## src/rtl/gpr_multi.sv

```systemverilog
// Two-write, two-read register file with a per-register busy scoreboard.
// Reads bypass same-cycle writes; BusyCount tracks the population of busy bits.
module gpr_multi #(
    parameter int DATA_W   = 32,
    parameter int ADDR_W   = 5,
    parameter int ZERO_REG = 1
) (
    input  logic              CLK,
    input  logic              RST,
    input  logic [ADDR_W-1:0] ReadReg1,
    input  logic [ADDR_W-1:0] ReadReg2,
    output logic [DATA_W-1:0] ReadData1,
    output logic [DATA_W-1:0] ReadData2,
    output logic              Busy1,
    output logic              Busy2,
    input  logic              WriteEnA,
    input  logic              WriteEnB,
    input  logic [ADDR_W-1:0] WriteRegA,
    input  logic [ADDR_W-1:0] WriteRegB,
    input  logic [DATA_W-1:0] WriteDataA,
    input  logic [DATA_W-1:0] WriteDataB,
    input  logic              Issue,
    input  logic [ADDR_W-1:0] IssueReg,
    output logic [ADDR_W:0]   BusyCount
);

    localparam int DEPTH = 2 ** ADDR_W;

    logic [DATA_W-1:0] regs [DEPTH];
    logic [DEPTH-1:0]  busy;
    logic [DEPTH-1:0]  busy_nxt;
    logic [ADDR_W:0]   count_nxt;
    logic              wr_a;
    logic              wr_b;

    function automatic logic is_zero_reg(input logic [ADDR_W-1:0] addr);
        return (ZERO_REG != 0) && (addr == '0);
    endfunction

    function automatic logic [ADDR_W:0] popcount(input logic [DEPTH-1:0] bits);
        logic [ADDR_W:0] cnt;
        cnt = '0;
        for (int i = 0; i < DEPTH; i++)
            cnt = cnt + (ADDR_W + 1)'(bits[i]);
        return cnt;
    endfunction

    assign wr_a = WriteEnA && !is_zero_reg(WriteRegA);
    assign wr_b = WriteEnB && !is_zero_reg(WriteRegB);

    // Writes clear busy first, then a same-edge issue re-marks it: the newer producer wins.
    always_comb begin
        busy_nxt = busy;
        for (int i = 0; i < DEPTH; i++) begin
            if (wr_a && WriteRegA == ADDR_W'(i))
                busy_nxt[i] = 1'b0;
            if (wr_b && WriteRegB == ADDR_W'(i))
                busy_nxt[i] = 1'b0;
            if (Issue && IssueReg == ADDR_W'(i))
                busy_nxt[i] = 1'b1;
        end
        if (ZERO_REG != 0)
            busy_nxt[0] = 1'b0;
        count_nxt = popcount(busy_nxt);
    end

    always_ff @(posedge CLK or posedge RST) begin
        if (RST) begin
            for (int i = 0; i < DEPTH; i++)
                regs[i] <= '0;
            busy      <= '0;
            BusyCount <= '0;
        end else begin
            if (wr_a)
                regs[WriteRegA] <= WriteDataA;
            if (wr_b)
                regs[WriteRegB] <= WriteDataB;
            busy      <= busy_nxt;
            BusyCount <= count_nxt;
        end
    end

    // Bypass is suppressed during reset so outputs read zero immediately.
    function automatic logic [DATA_W-1:0] read_port(input logic [ADDR_W-1:0] addr);
        if (is_zero_reg(addr))
            return '0;
        if (!RST && wr_b && WriteRegB == addr)
            return WriteDataB;
        if (!RST && wr_a && WriteRegA == addr)
            return WriteDataA;
        return regs[addr];
    endfunction

    always_comb begin
        ReadData1 = read_port(ReadReg1);
        ReadData2 = read_port(ReadReg2);
        Busy1     = busy[ReadReg1];
        Busy2     = busy[ReadReg2];
    end

endmodule

```

## config.mk

```make
export PLATFORM = sky130hd
export DESIGN_NAME = gpr_multi
export DESIGN_NICKNAME = d
export VERILOG_FILES = /design/src/rtl/gpr_multi.sv
export SDC_FILE = /design/constraint.sdc
export NUM_CORES = 2
export LEC_CHECK = 0
export ABC_AREA = 0
export BUFFER_PORTS_ARGS = -buffer_cell sky130_fd_sc_hd__clkbuf_2
export CORE_UTILIZATION = 47
export CTS_CLUSTER_SIZE = 16
export DETAILED_ROUTE_END_ITERATION = 8
export SKIP_LAST_GASP = 1
export SLEW_MARGIN = 10
export SYNTH_ARGS = -nofsm -noshare
export SYNTH_HDL_FRONTEND = slang
export SYNTH_SLANG_ARGS = --single-unit
```

## constraint.sdc

```tcl
create_clock -name CLK -period 49.5 [get_ports CLK]
set_input_delay 7.425 -clock CLK [delete_from_list [all_inputs] [get_ports CLK]]
set_output_delay 7.425 -clock CLK [all_outputs]
set_load 0.1 [all_outputs]
```

## Word-level counts from Yosys, hierarchy flattened

Cells that the tools add are included.

| word-level totals | value |
|---|---|
| output and inout port bits | 72 |
| register bits after elaboration | 1061 |
| logic and storage cells | 418 |

| cells by class | value |
|---|---|
| bitwise logic cells | 4 |
| add/subtract/negate cells | 30 |
| equal/unequal tests | 97 |
| reduce and logical (&&, ||, !) cells | 110 |
| mux-type cells | 135 |
| $lt $le $gt $ge | 8 |

Operator list:

| operator | number |
|---|---|
| $bwmux W1024 | 2 |
| $mux W1024 | 2 |
| $mux W32 | 18 |
| $bmux W32 S5 | 2 |
| $demux W32 S5 | 2 |
| $eq A5 B5 Y1 const B | 48 |
| $add A6 B1 Y6 | 25 |
| $eq A5 B4 Y1 const B | 24 |
| $mux W1 | 107 |
| $logic_and A1 B1 Y1 | 103 |
| $eq A5 B3 Y1 const B | 12 |
| $eq A5 B2 Y1 const B | 6 |
| $ge A6 B6 Y1 const B | 4 |
| $not A5 Y6 | 4 |
| $eq A5 B5 Y1 | 4 |
| $logic_not A5 Y1 | 4 |
| $eq A5 B1 Y1 const B | 3 |
| $lt A5 B6 Y1 const B | 2 |
| $lt A6 B1 Y1 const B | 2 |
| $bmux W1 S5 | 2 |
| $add A5 B1 Y6 | 1 |
| $add A4 B1 Y5 | 1 |
| $add A3 B1 Y4 | 1 |
| $add A2 B1 Y3 | 1 |
| other kinds (2) | 4 |

## Depth between registers and ports, before layout

| depth | value |
|---|---|
| depth after elaboration | 37 |
| mapped depth | 26 |
| gate-level depth less buffers | 24 |

## Worst setup path before layout

Ideal clock, no wire load.

| timing | value |
|---|---|
| path type | in2out |
| from | in ReadReg2[0] |
| to | out ReadData2[13] |
| required time | 42.075 ns |
| stages | 9 |
| buffers on the path | 3 |
| arrival | 11.849 ns |
| slack | 30.226 ns |
| path through | buf_4 -> buf_2 -> xor2_1 -> nor2_1 -> nand4_1 -> nand2_1 -> clkbuf_1 -> a211oi_1 -> nor4_1 |

| between the ends | value |
|---|---|
| longest elaborated chain between the ends | 8 |
| elaborated cells between the ends (all ways) | 20 |

RTL lines:

| element | RTL line | source |
|---|---|---|
| from (decl) | 11 | `input logic [ADDR_W-1:0] ReadReg2,` |
| parallel branches: the longest is 7 deep, another holds $bmux W32 S5 | n/a |  |
| $mux W32 * | 87 | `if (!RST && wr_b && WriteRegB == addr)` |
| to (decl) | 13 | `output logic [DATA_W-1:0] ReadData2,` |

Mark *: on every way between the ends. The select of a mux whose other input is x is not followed.

## Worst setup path in the final report

| timing | value |
|---|---|
| from | in WriteRegB[0] |
| to | out ReadData2[0] |

| between the ends | value |
|---|---|
| longest elaborated chain between the ends | 10 |
| elaborated cells between the ends (all ways) | 13 |

RTL lines:

| element | RTL line | source |
|---|---|---|
| from (decl) | 19 | `input logic [ADDR_W-1:0] WriteRegB,` |
| $logic_not A5 Y1 | n/a |  |
| $logic_not A1 Y1 | 49 | `assign wr_b = WriteEnB && !is_zero_reg(WriteRegB);` |
| $logic_and A1 B1 Y1 | 49 |  |
| $logic_and A1 B1 Y1 | 87 |  |
| $logic_and A1 B1 Y1 * | 87 |  |
| $mux W32 | 87 |  |
| $mux W32 | 89 | `if (!RST && wr_a && WriteRegA == addr)` |
| $mux W32 | 91 | `return regs[addr];` |
| $mux W32 * | 89 |  |
| $mux W32 * | 87 |  |

Every way passes the cells marked *; elsewhere a longest branch is shown, timed or not. The select of a mux whose other input is x is not followed.

==> impl_metrics.toml <==
[final_layout]
final_layout_size_suffix_gt1_share_pct = 20.1
layout.cells.most_common_list = "sky130_fd_sc_hd__dfrtp_1, sky130_fd_sc_hd__mux2i_1, sky130_fd_sc_hd__nor2_1"
util_after_layout_pct = 51.6
synthToLayoutAreaGrowth_pct = 8.50
most_common_library_cell_in_the_layout_ignoring_fill_and_taps = "sky130_fd_sc_hd__dfrtp_1"
finish.net_count = 6207

[clocking]
clock-sinks = 1061
clk_transition_reported_paths_ps = 70
cts-hold-fix-buffers = 0
cts_made_buffers = 120
cts_buffer_depth = 3
cts_post_setup_buffers_inserted = 0
ctsRootBufferMaster = "sky130_fd_sc_hd__clkbuf_16"
htree_num_levels = 3
clock_insertion_delay_worst_skew_ps = 770
cts_tree = "done"
cts-resized-gates = 0

[global_routing]
grt_max_degree = 177
antenna_found_initial = 18
grt_use_total_pct = 38.4
vias_in_the_first_global_route = 52200
grt_pass1_wl_mm = 398
grt-ovfl-total = 0

[sta]
period_share_pct = 40.0
finalMaxSlewViolations = 0
grt_setup_unrepaired = "false"
setup_violations = 0
timing.max_slew.rel_slack_pct = 10.0
finalWorstPathRequiredPeriod_ps = 19820
tightestPinTransition_ps = 1340
worst_clock_skew_ps = 29.6
finalSetupTns_ps = 0
count_of_final_hold_check_violations = 0
max_freq_ghz = 0.0505

[power_and_ir_drop]
leakagePower_nw = 33.9
pwr_density_cell_nw_per_um2 = 47.9
irDropWorstVdd_mv = 0.112
clkPwrFrac_pct = 27.0
p_comb_share_pct = 36.1
power.switching_fraction_pct = 37.2
power.sequential.fraction_pct = 37.0
power_report.internal_total_mw = 2.20
p_sw_mw = 1.31

[detailed_routing]
remaining_drc_errors = 8
via_count = 55400
detail_route.iter0.violations = 8302
wire_per_inst_um = 34.9
ant_nets = 0
vias_per_cell = 6.86
first_pass_iters = 9
drt_total_wl_mm = 282

[synth]
mappedNetlistNets = 6562
asyncSetResetFlopFracSynth_pct = 100
synth_enable_flop_cells = 0
synthesis.area_um2 = 67500
synth-main-ff-cell = "sky130_fd_sc_hd__dfrtp_1"
synth_seq_cells = 1061
distinct_cell_type_count_of_the_synthesized_netlist = 59
syn-mean-instance-area_um2 = 10.5
yosysWarnings = 0
synthesis.instances = 6438
synth_seq_area_share_pct = 39.3

[floorplanning]
die_y_um = 381
floorplan.io_pins = 166
initial_utilization_pct = 47.5
row_count = 138
dieArea_um2 = 145000
die_width_um = 381
floorplan.core_area_um2 = 142000

[placement]
weighted_congestion_reported_at_the_end_of_routability_driven_placement = 0.948
detailedPlacementHpwl_mm = 157
io_buffers = 165

[setup_path]
cp-start-kind = "input pin"
crit_fanout = 49
critical_path_arrival_ps = 12390
criticalPathCategory = "input pin to output port"
worst_setup_path_end_kind = "output port"
worst_ep_required_time_ps = 42080

[hold_path]
holdCritPathClass = "register to register"

[job]
max_cap_viol_count = 0

[run_status]
outcome = "finished, violations left"
violations_in_the_final_reports = "design-rule violations"
-- cell type report --
class / instances / area, um2
sequential: 1061 / 26600
fill: 12500 / 68700
clock buffer: 167 / 3420
inverter: 53 / 206
multi-input combinational: 4537 / 37900
timing repair buffer: 310 / 2060
clock inverter: 56 / 651
antenna: 9 / 22.5
tap: 1890 / 2360
-- power groups by stage --
stage / clock network (mW) / registers [mW] / logic [mW]
2_1_floorplan: 0 / 1.24 / 0.931
3_3_place_gp: 0 / 1.29 / 1.22
3_5_place_dp: 0 / 1.30 / 1.25
4_1_cts: 0.948 / 1.28 / 1.25
5_1_grt: 0.981 / 1.32 / 1.35
6_report: 0.945 / 1.30 / 1.27
-- metrics by stage --
stage	std cells	setup slack, ps	hold slack (ps)	power [mW]	cell area [um2]
final	8083	29680	394	3.51	73200
after global routing	8081	29790	405	3.65	73200
after CTS	8074	29960	398	3.48	73200
after detailed placement	7851	29980	383	2.55	69100
after global placement	7851	30060	378	2.51	69100
after floorplan	6438	12210	441	2.18	67500
-- critical path, stage by stage --
cell                       delay, ps
sky130_fd_sc_hd__clkbuf_2        260
sky130_fd_sc_hd__nor2_1           90
sky130_fd_sc_hd__nand2_2          70
sky130_fd_sc_hd__buf_4           580
sky130_fd_sc_hd__nand4_1         870
sky130_fd_sc_hd__buf_4           500
sky130_fd_sc_hd__nand2_2         870
sky130_fd_sc_hd__a211oi_1        130
sky130_fd_sc_hd__nor4_1          940
sky130_fd_sc_hd__clkbuf_2        610
-- cell families after synthesis --
kind of cell / share of synthesized area (%)
buffers and inverters: 5.19
AND/OR/NAND/NOR: 9.89
AO/OA/AOI/OAI: 10.5
XOR/XNOR: 0.298
multiplexers: 34.0
adder cells (fa/ha/maj): 0.812
flip-flops: 39.3
-- state kept, by name, summed over array words and instances, names as in the netlist --
name / count
BusyCount: 6
regs: 1024
busy: 31
-- cell usage after synthesis (5+ instances only) --
library cell,instances,area [um2]
sky130_fd_sc_hd__a211oi_1,11,82.6
sky130_fd_sc_hd__and2_1,6,37.5
sky130_fd_sc_hd__a32o_1,10,100
sky130_fd_sc_hd__o21ai_0,350,1750
sky130_fd_sc_hd__mux2_2,36,405
sky130_fd_sc_hd__nor2b_1,16,100
sky130_fd_sc_hd__nand3_1,47,235
sky130_fd_sc_hd__nand4_1,10,62.6
sky130_fd_sc_hd__nand2b_1,8,50.1
sky130_fd_sc_hd__o22ai_1,23,144
sky130_fd_sc_hd__buf_6,17,191
sky130_fd_sc_hd__or2_2,5,31.3
sky130_fd_sc_hd__buf_4,23,173
sky130_fd_sc_hd__a32oi_1,9,78.8
sky130_fd_sc_hd__xnor2_1,6,52.6
sky130_fd_sc_hd__a21oi_1,614,3070
sky130_fd_sc_hd__o211a_1,20,200
sky130_fd_sc_hd__ha_1,7,87.6
sky130_fd_sc_hd__a22oi_1,48,360
sky130_fd_sc_hd__inv_1,52,195
sky130_fd_sc_hd__dfrtp_1,1061,26600
sky130_fd_sc_hd__mux2i_1,893,8940
sky130_fd_sc_hd__buf_1,83,312
sky130_fd_sc_hd__o211ai_1,11,82.6
sky130_fd_sc_hd__clkbuf_1,556,2090
sky130_fd_sc_hd__nor3_1,25,125
sky130_fd_sc_hd__nor4_1,13,81.3
sky130_fd_sc_hd__mux4_2,604,13600
sky130_fd_sc_hd__nor2_1,752,2820
sky130_fd_sc_hd__a31oi_1,154,963
sky130_fd_sc_hd__buf_2,106,531
sky130_fd_sc_hd__nand2_1,755,2830
sky130_fd_sc_hd__fa_1,23,460
sky130_fd_sc_hd__nor3b_1,9,67.6
sky130_fd_sc_hd__xor2_1,17,149
-- worst paths after layout --
path                              start      endpoint  slack, ps  cells past startpoint
max                        WriteRegB[0]  ReadData2[0]      29680                     10
min reg2reg                  regs[1014]    regs[1014]        390                      0
min in group asynchronous           RST     regs[449]       6950                      2
max reg2reg                    busy[24]  BusyCount[4]      43970                     20
max in group asynchronous           RST     regs[569]      38070                      7
min                          regs[1014]    regs[1014]        390                      0
-- layer usage --
| metal | share of wire (%) | GRT usage, % |
|---|---|---|
| met5 | 0.047 | 0 |
| met4 | 7.4 | 24.1 |
| met3 | 13 | 12.1 |
| met2 | 43 | 54.8 |
| met1 | 37 | 50.7 |
No activity file was read; power rests on OpenSTA's default activity.
